## src/rtl/decode_top.sv

```systemverilog
// rtl/decode_top.sv - MIPS decode stage: f2d/d2f/d2e 4-phase handshakes, 32x32 register file, redirect decode
module decode_top #(
    parameter int SYNC_STAGES = 2,
    parameter int RF_DEPTH    = 32
) (
    input  logic         CLK,
    input  logic         Z_R,
    input  logic         f2d_R,
    input  logic [63:0]  f2d,
    output logic         f2d_A,
    input  logic         d2f_R,
    output logic [32:0]  d2f,
    output logic         d2f_A,
    output logic         d2e_R,
    output logic [127:0] d2e,
    input  logic         d2e_A,
    input  logic         WB_EN,
    input  logic [4:0]   WB_ADDR,
    input  logic [31:0]  WB_DATA
);

    typedef enum logic [2:0] {
        IDLE    = 3'd0,
        F_REL   = 3'd1,
        DEC     = 3'd2,
        W_D2F   = 3'd3,
        D2F_REL = 3'd4,
        W_EA    = 3'd5,
        W_ER    = 3'd6
    } state_t;

    state_t state_q, state_d;

    // Handshake synchronizer chains; the last stage is the value the FSM sees.
    logic [SYNC_STAGES-1:0] f2d_sync_q, f2d_sync_d;
    logic [SYNC_STAGES-1:0] d2f_sync_q, d2f_sync_d;
    logic [SYNC_STAGES-1:0] d2e_sync_q, d2e_sync_d;
    // Fills with ones after reset; once full, the f2d_R chain carries a real sample.
    logic [SYNC_STAGES-1:0] f2d_vld_q, f2d_vld_d;

    // A new instruction is accepted only after f2d_R has been genuinely seen low,
    // so a request left high across a reset is not mistaken for a fresh one.
    logic f2d_arm_q, f2d_arm_d;

    logic         f2d_A_q, f2d_A_d;
    logic         d2f_A_q, d2f_A_d;
    logic         d2e_R_q, d2e_R_d;
    logic [32:0]  d2f_q, d2f_d;
    logic [127:0] d2e_q, d2e_d;
    logic [31:0]  npc_q, npc_d;
    logic [31:0]  instr_q, instr_d;

    logic [31:0] rf_q [RF_DEPTH];
    logic [31:0] rf_d [RF_DEPTH];

    logic        f2d_seen, d2f_seen, d2e_seen, f2d_valid;
    logic [4:0]  rs_idx, rt_idx;
    logic [31:0] rs_val, rt_val;
    logic [5:0]  op, funct;
    logic [31:0] br_off, br_tgt;
    logic        taken;
    logic [31:0] target;

    assign f2d_seen  = f2d_sync_q[SYNC_STAGES-1];
    assign d2f_seen  = d2f_sync_q[SYNC_STAGES-1];
    assign d2e_seen  = d2e_sync_q[SYNC_STAGES-1];
    assign f2d_valid = f2d_vld_q[SYNC_STAGES-1];

    assign f2d_A = f2d_A_q;
    assign d2f_A = d2f_A_q;
    assign d2e_R = d2e_R_q;
    assign d2f   = d2f_q;
    assign d2e   = d2e_q;

    // Shift each handshake input one stage deeper per clock.
    always_comb begin
        f2d_sync_d = {f2d_sync_q[SYNC_STAGES-2:0], f2d_R};
        d2f_sync_d = {d2f_sync_q[SYNC_STAGES-2:0], d2f_R};
        d2e_sync_d = {d2e_sync_q[SYNC_STAGES-2:0], d2e_A};
        f2d_vld_d  = {f2d_vld_q[SYNC_STAGES-2:0], 1'b1};
    end

    // Register file write port; r0 is never written so it always reads zero.
    always_comb begin
        rf_d = rf_q;
        if (WB_EN && (WB_ADDR != 5'd0)) begin
            rf_d[WB_ADDR] = WB_DATA;
        end
    end

    // Operand read with same-cycle writeback bypass.
    always_comb begin
        rs_idx = instr_q[25:21];
        rt_idx = instr_q[20:16];
        rs_val = rf_q[rs_idx];
        rt_val = rf_q[rt_idx];
        if (WB_EN && (WB_ADDR != 5'd0) && (WB_ADDR == rs_idx)) begin
            rs_val = WB_DATA;
        end
        if (WB_EN && (WB_ADDR != 5'd0) && (WB_ADDR == rt_idx)) begin
            rt_val = WB_DATA;
        end
    end

    // Redirect decode: jumps, conditional branches and JR; untaken reports target 0.
    always_comb begin
        op     = instr_q[31:26];
        funct  = instr_q[5:0];
        br_off = {{14{instr_q[15]}}, instr_q[15:0], 2'b00};
        br_tgt = npc_q + br_off;
        taken  = 1'b0;
        target = 32'd0;
        case (op)
            6'd2, 6'd3: begin
                taken  = 1'b1;
                target = {npc_q[31:28], instr_q[25:0], 2'b00};
            end
            6'd4: begin
                if (rs_val == rt_val) begin
                    taken  = 1'b1;
                    target = br_tgt;
                end
            end
            6'd5: begin
                if (rs_val != rt_val) begin
                    taken  = 1'b1;
                    target = br_tgt;
                end
            end
            6'd0: begin
                if (funct == 6'd8) begin
                    taken  = 1'b1;
                    target = rs_val;
                end
            end
            default: begin
                taken  = 1'b0;
                target = 32'd0;
            end
        endcase
    end

    // Handshake sequencer: one instruction from fetch, one redirect answer, one push to execute.
    always_comb begin
        state_d   = state_q;
        f2d_A_d   = f2d_A_q;
        d2f_A_d   = d2f_A_q;
        d2e_R_d   = d2e_R_q;
        d2f_d     = d2f_q;
        d2e_d     = d2e_q;
        npc_d     = npc_q;
        instr_d   = instr_q;
        f2d_arm_d = f2d_arm_q;
        if (f2d_valid && !f2d_seen) begin
            f2d_arm_d = 1'b1;
        end
        case (state_q)
            IDLE: begin
                if (f2d_seen && f2d_arm_q) begin
                    npc_d     = f2d[63:32];
                    instr_d   = f2d[31:0];
                    f2d_A_d   = 1'b1;
                    f2d_arm_d = 1'b0;
                    state_d   = F_REL;
                end
            end
            F_REL: begin
                if (!f2d_seen) begin
                    f2d_A_d = 1'b0;
                    state_d = DEC;
                end
            end
            DEC: begin
                d2f_d   = {taken, target};
                d2e_d   = {npc_q, rs_val, rt_val, instr_q};
                state_d = W_D2F;
            end
            W_D2F: begin
                if (d2f_seen) begin
                    d2f_A_d = 1'b1;
                    state_d = D2F_REL;
                end
            end
            D2F_REL: begin
                if (!d2f_seen) begin
                    d2f_A_d = 1'b0;
                    d2e_R_d = 1'b1;
                    state_d = W_EA;
                end
            end
            W_EA: begin
                if (d2e_seen) begin
                    d2e_R_d = 1'b0;
                    state_d = W_ER;
                end
            end
            W_ER: begin
                if (!d2e_seen) begin
                    state_d = IDLE;
                end
            end
            default: begin
                state_d = IDLE;
            end
        endcase
    end

    // State, output and register file flops; reset aborts any transaction in flight.
    always_ff @(posedge CLK or posedge Z_R) begin
        if (Z_R) begin
            state_q    <= IDLE;
            f2d_sync_q <= '0;
            d2f_sync_q <= '0;
            d2e_sync_q <= '0;
            f2d_vld_q  <= '0;
            f2d_arm_q  <= 1'b0;
            f2d_A_q    <= 1'b0;
            d2f_A_q    <= 1'b0;
            d2e_R_q    <= 1'b0;
            d2f_q      <= '0;
            d2e_q      <= '0;
            npc_q      <= '0;
            instr_q    <= '0;
            for (int i = 0; i < RF_DEPTH; i++) begin
                rf_q[i] <= '0;
            end
        end else begin
            state_q    <= state_d;
            f2d_sync_q <= f2d_sync_d;
            d2f_sync_q <= d2f_sync_d;
            d2e_sync_q <= d2e_sync_d;
            f2d_vld_q  <= f2d_vld_d;
            f2d_arm_q  <= f2d_arm_d;
            f2d_A_q    <= f2d_A_d;
            d2f_A_q    <= d2f_A_d;
            d2e_R_q    <= d2e_R_d;
            d2f_q      <= d2f_d;
            d2e_q      <= d2e_d;
            npc_q      <= npc_d;
            instr_q    <= instr_d;
            rf_q       <= rf_d;
        end
    end

endmodule

```

## config.mk

```make
export PLATFORM = sky130hd
export DESIGN_NAME = decode_top
export DESIGN_NICKNAME = d
export VERILOG_FILES = /design/src/rtl/decode_top.sv
export SDC_FILE = /design/constraint.sdc
export NUM_CORES = 2
export LEC_CHECK = 0
export CAP_MARGIN = 5
export CORE_ASPECT_RATIO = 2
export CORE_MARGIN = 3
export CORE_UTILIZATION = 51
export DETAILED_ROUTE_END_ITERATION = 7
export PLACE_DENSITY = 0.69
export SKIP_CTS_REPAIR_TIMING = 1
export SYNTH_ARGS = -nofsm -noshare
export SYNTH_HDL_FRONTEND = slang
export SYNTH_SLANG_ARGS = --single-unit
export TNS_END_PERCENT = 50
```

## constraint.sdc

```tcl
create_clock -name CLK -period 57.4 [get_ports CLK]
set_input_delay 8.61 -clock CLK [delete_from_list [all_inputs] [get_ports CLK]]
set_output_delay 8.61 -clock CLK [all_outputs]
set_load 0.02 [all_outputs]
```

After elaboration in Yosys (flattened, before gate mapping)
Cells that the tools add are included.
{ "word_totals": {"register_bits": 1264, "elab_cells": 131} }
{ "op_classes": {"addsub": 1, "magnitude_cmp": 4, "eq_ne": 21, "muxes": 38, "n_bitwise": 3, "n_reduce_logical": 19} }
{ "ops": {"columns": ["operator", "count"], "rows": [
  ["$bwmux W1024", 1],
  ["$bmux W32 S5", 2],
  ["$mux W32", 10],
  ["$demux W32 S5", 1],
  ["$pmux W32 S4", 1],
  ["$add A32 B32 Y32", 1],
  ["$eq A32 B32 Y1", 1],
  ["$ne A32 B32 Y1", 1],
  ["$pmux W3 S7", 1],
  ["$ge A6 B6 Y1 const B", 3],
  ["$mux W3", 6],
  ["$not A5 Y6", 3],
  ["$eq A6 B2 Y1 const B", 2],
  ["$eq A6 B3 Y1 const B", 2],
  ["$mux W1", 12],
  ["$ne A2 B2 Y1 const B", 6],
  ["$eq A5 B5 Y1", 2],
  ["$eq A3 B3 Y1 const B", 3],
  ["$reduce_and A3 Y1", 3],
  ["$eq A3 B2 Y1 const B", 2],
  ["$eq A6 B4 Y1 const B", 1],
  ["$logic_and A1 B1 Y1", 6],
  ["$logic_not A6 Y1", 1],
  ["$lt A6 B1 Y1 const B", 1],
  ["other kinds (10)", 14]
]} }

Depth between registers and ports, before layout
{ "depth": {"ltp_word": 8, "depth_mapped": 16} }

Worst setup path after synthesis
No wires, ideal clock.
{ "synth_timing": {"kind": "input to register", "from": "in WB_ADDR[0]", "to": "reg d2f_q[1] (netlist: d2f[1])", "setup_ps": 86, "arrival_time_ps": 11625, "required_ps": 57314, "path_slack_ps": 45689, "path_stages": 15, "n_path_buf": 5, "cell_sequence": "clkbuf_1 -> or2_2 -> o41ai_1 -> buf_2 -> or3_1 -> buf_2 -> buf_2 -> mux2i_1 -> xnor2_1 -> nand2_1 -> nor4_1 -> o2111ai_1 -> mux2_4 -> buf_2 -> o221ai_2"} }
{ "synth_via": {"elab_chain_cells": 7, "elab_cells_between_ends": 14} }
{ "synth_lines": {"columns": ["item", "line_no", "rtl"], "rows": [
  ["start, declared", "18", "input logic [4:0] WB_ADDR,"],
  ["$reduce_bool A5 Y1", "97, 100", null],
  ["$logic_and A1 B1 Y1", "97, 100", null],
  ["$logic_and A1 B1 Y1, on equally long branches", "97, 100", null],
  ["$mux W32, on equally long branches", "97, 100", null],
  ["$ne A32 B32 Y1 / $eq A32 B32 Y1 (equally long branches)", "125, 119", null],
  ["$mux W32, on equally long branches", "125, 119", null],
  ["$pmux W32 S4 (*)", "113", "case (op)"],
  ["end signal, assigned", "220", "d2f_q <= '0;"],
  ["end signal, assigned", "237", "d2f_q <= d2f_d;"],
  ["end, declared", "48", "logic [32:0] d2f_q, d2f_d;"]
]} }
Mark *: on every way between the ends. The rest lies on a longest branch, timed or not.
A chain may end at the register's enable or synchronous reset.

==> metrics.yaml <==
core_area_um2: 126000
cts.sinks: 1264
clockBufferDepth: 3
ant_nets: 0
synth_cell_types: 67
wl_met3_mm: 16.2
dieArea_um2: 132000
grt_remaining_overflow: 0
fmax_ghz: 0.0763
wire_per_inst_um: 33.0
cts_made_buffers: 111
rsz0062_at_grt: "no"
initial_core_util: 0.516
avgSynthCellArea_um2: 14.3
critPathCaptureType: "asynchronous set/reset pin"
hp-class: "register to register"
grt_usage: 0.319
fin_crit_ns: 13.11
status: "completed"
ir_drop_uv: 42.4
fp.dieW_um: 259
synthFlopType: "dfrtp_1"
routabilityCongestion: 0.944
crit_required_ns: 58.13
antenna_found_initial: 5
clock_latency_ns: 0.75
final.setup.tns_ns: 0
grt_max_degree: 181
finalWirelength_mm: 210
area_delta_synth_final_pct: 12.1
slew_headroom: 0.128
layout_setup_ws_ns: 44.29
dr.pass1.iters: 5
p_leak_nw: 31.5
worst_pin_slew_ns: 1.30
clock_skew_ns: 0.0316
pre_cts_slack_ns: 43.46
synth_edf_count: 0
ys_async_sr_fraction: 1.00
min_period_over_period: 0.228
vias: 42800
cts_tree: "built"
io_buffer_count: 270
start_kind: "input pin"
highest_layer: "met4"
nNetsFinal: 4742
setup_viol: 0
hold_violations: 0
criticalPathCategory: "input pin to asynchronous set/reset pin"
grt_pass1_wl_mm: 308
ys_ff_latch: 1264
yosysSeqAreaShare: 0.486
syn_inst: 4554
synthesis.nets: 4691
path_clk_slew_ns: 0.07
drcViolationCount: 0
cap_violations: 0
maxSlewViolCount: 0
htree_levels: 3
grt_pass1_vias: 44500
multi_input_area_um2: 31600
die_h_um: 511
syn_area_um2: 65100
fillers: 10100
hpwl_mm: 129
power.density_nw_per_um2: 54.1
wl_met1_mm: 74.6
boundaryPins: 271
whs_ns: 0.357
drtIter0Drc: 4021
wl_met2_mm: 105
rows: 184
critPathArrivalTime_ns: 13.83
viasPerCell: 6.72
ys_warn_count: 0
root_buffer: "clkbuf_16"
crit_path_max_fanout: 161
seqCellArea_um2: 31700
drive_above_1_share: 0.432
[cells by family after synthesis]
family	Yosys count	share of synthesized area
other	1	0.0000576
flip-flops	1264	0.486
adder cells (fa/ha/maj)	30	0.00588
AND/OR/NAND/NOR	551	0.0375
buffers and inverters	486	0.0313
XOR/XNOR	65	0.00874
AO/OA/AOI/OAI	444	0.0410
multiplexers	1713	0.390
[where the power goes]
group / total (W) / switching [W] / internal [W]
Sequential: 0.00130 / 0.000206 / 0.00110
Combinational: 0.00185 / 0.000989 / 0.000866
Clock: 0.000791 / 0.000351 / 0.000441
[synth_stat cells (all sizes together), types with 3 or more instances]
| library cell | instances | share of area |
|---|---|---|
| dfrtp | 1264 | 0.49 |
| mux2 | 1098 | 0.19 |
| mux4 | 549 | 0.19 |
| nand2 | 356 | 0.021 |
| clkbuf | 328 | 0.019 |
| o21ai | 177 | 0.014 |
| buf | 136 | 0.011 |
| o22ai | 136 | 0.013 |
| mux2i | 66 | 0.010 |
| nor2 | 53 | 0.0031 |
| xnor2 | 45 | 0.0061 |
| nor4 | 40 | 0.0038 |
| a21oi | 36 | 0.0028 |
| a22oi | 33 | 0.0038 |
| ha | 29 | 0.0056 |
| inv | 22 | 0.0013 |
| xor2 | 20 | 0.0027 |
| nand3 | 19 | 0.0015 |
| nor3 | 14 | 0.0011 |
| or3 | 11 | 0.0011 |
| nand3b | 10 | 0.0012 |
| a21o | 8 | 0.00092 |
| nand4 | 8 | 0.00077 |
| or3b | 7 | 0.00094 |
| a22o | 6 | 0.00081 |
| nand2b | 6 | 0.00058 |
| nor3b | 6 | 0.00069 |
| a31oi | 5 | 0.00048 |
| a31o | 4 | 0.00054 |
| and4 | 4 | 0.00054 |
| o21bai | 4 | 0.00046 |
| o31ai | 4 | 0.00046 |
| or2 | 4 | 0.00038 |
| a211oi | 3 | 0.00035 |
| and3 | 3 | 0.00029 |
| nor2b | 3 | 0.00029 |
| o211ai | 3 | 0.00035 |
[worst max-delay path, stage by stage]
cell	delay [ns]
clkdlybuf4s50_1	0.49
inv_8	0.49
buf_4	0.67
buf_4	0.73
buf_4	0.78
buf_12	0.63
buf_4	0.91
[flip-flops by register name, summed over array words and instances (netlist names)]
| register | count |
|---|---|
| f2d_vld_q | 2 |
| f2d_sync_q | 2 |
| rf_q | 1024 |
| d2f_sync_q | 2 |
| state_q | 3 |
| d2e_sync_q | 2 |
| npc_q | 32 |
| f2d_A | 1 |
| instr_q | 32 |
| f2d_arm_q | 1 |
| d2e_R | 1 |
| d2f | 33 |
| d2f_A | 1 |
| d2e | 128 |
[cells in the final DEF, fill, tap and decap left out, types with 28 or more instances in the layout]
| cell type | count |
|---|---|
| mux2i_1 | 66 |
| nor4_1 | 38 |
| mux4_2 | 549 |
| buf_4 | 127 |
| xnor2_1 | 45 |
| o22ai_1 | 136 |
| clkbuf_16 | 113 |
| nor2_1 | 41 |
| o21ai_0 | 149 |
| nand2_1 | 341 |
| a21oi_1 | 36 |
| dfrtp_1 | 1256 |
| clkinv_2 | 28 |
| clkdlybuf4s50_1 | 270 |
| a22oi_1 | 33 |
| o21ai_1 | 28 |
| ha_1 | 29 |
| mux2_2 | 1097 |
[layout make-up]
class	count	share of cell area
diodes	6	0.000206
repair buffers	402	0.0514
well taps	1674	0.0287
inverters	22	0.00123
clock inverters	51	0.00798
clock buffers	155	0.0440
multi-input cells	2804	0.433
flip-flops and latches	1264	0.433
[routing by layer]
metal,vias up,GRT usage
met4,0,0.186
met1,22900,0.380
li1,17300,-
met3,639,0.0654
met5,-,0
met2,1982,0.538
[metrics by stage]
| stage | util | power, W | instance area [µm²] | std cells |
|---|---|---|---|---|
| after floorplan | - | 0.00251 | 65100 | 4554 |
| after global routing | 0.579 | 0.00412 | 73000 | 6373 |
| after detailed placement | 0.549 | 0.00315 | 69200 | 6166 |
| after global placement | 0.549 | 0.00312 | 69200 | 6166 |
| after CTS | 0.579 | 0.00395 | 73000 | 6372 |
| final | 0.579 | 0.00395 | 73000 | 6378 |
[path summary, 6_finish.rpt]
path                       cells after the start  slack (ns)             to     startpoint
max                                            7       44.29      rf_q[396]            Z_R
min                                            0        0.36  f2d_sync_q[1]  f2d_sync_q[0]
max reg2reg                                   13       50.42        d2f[19]    instr_q[16]
min reg2reg                                    0        0.36  f2d_sync_q[1]  f2d_sync_q[0]
max in group CLK                              13       44.88        d2f[19]     WB_ADDR[0]
min in group asynchronous                      2        8.35  f2d_sync_q[0]            Z_R
Power figures use the tool's default switching activity.
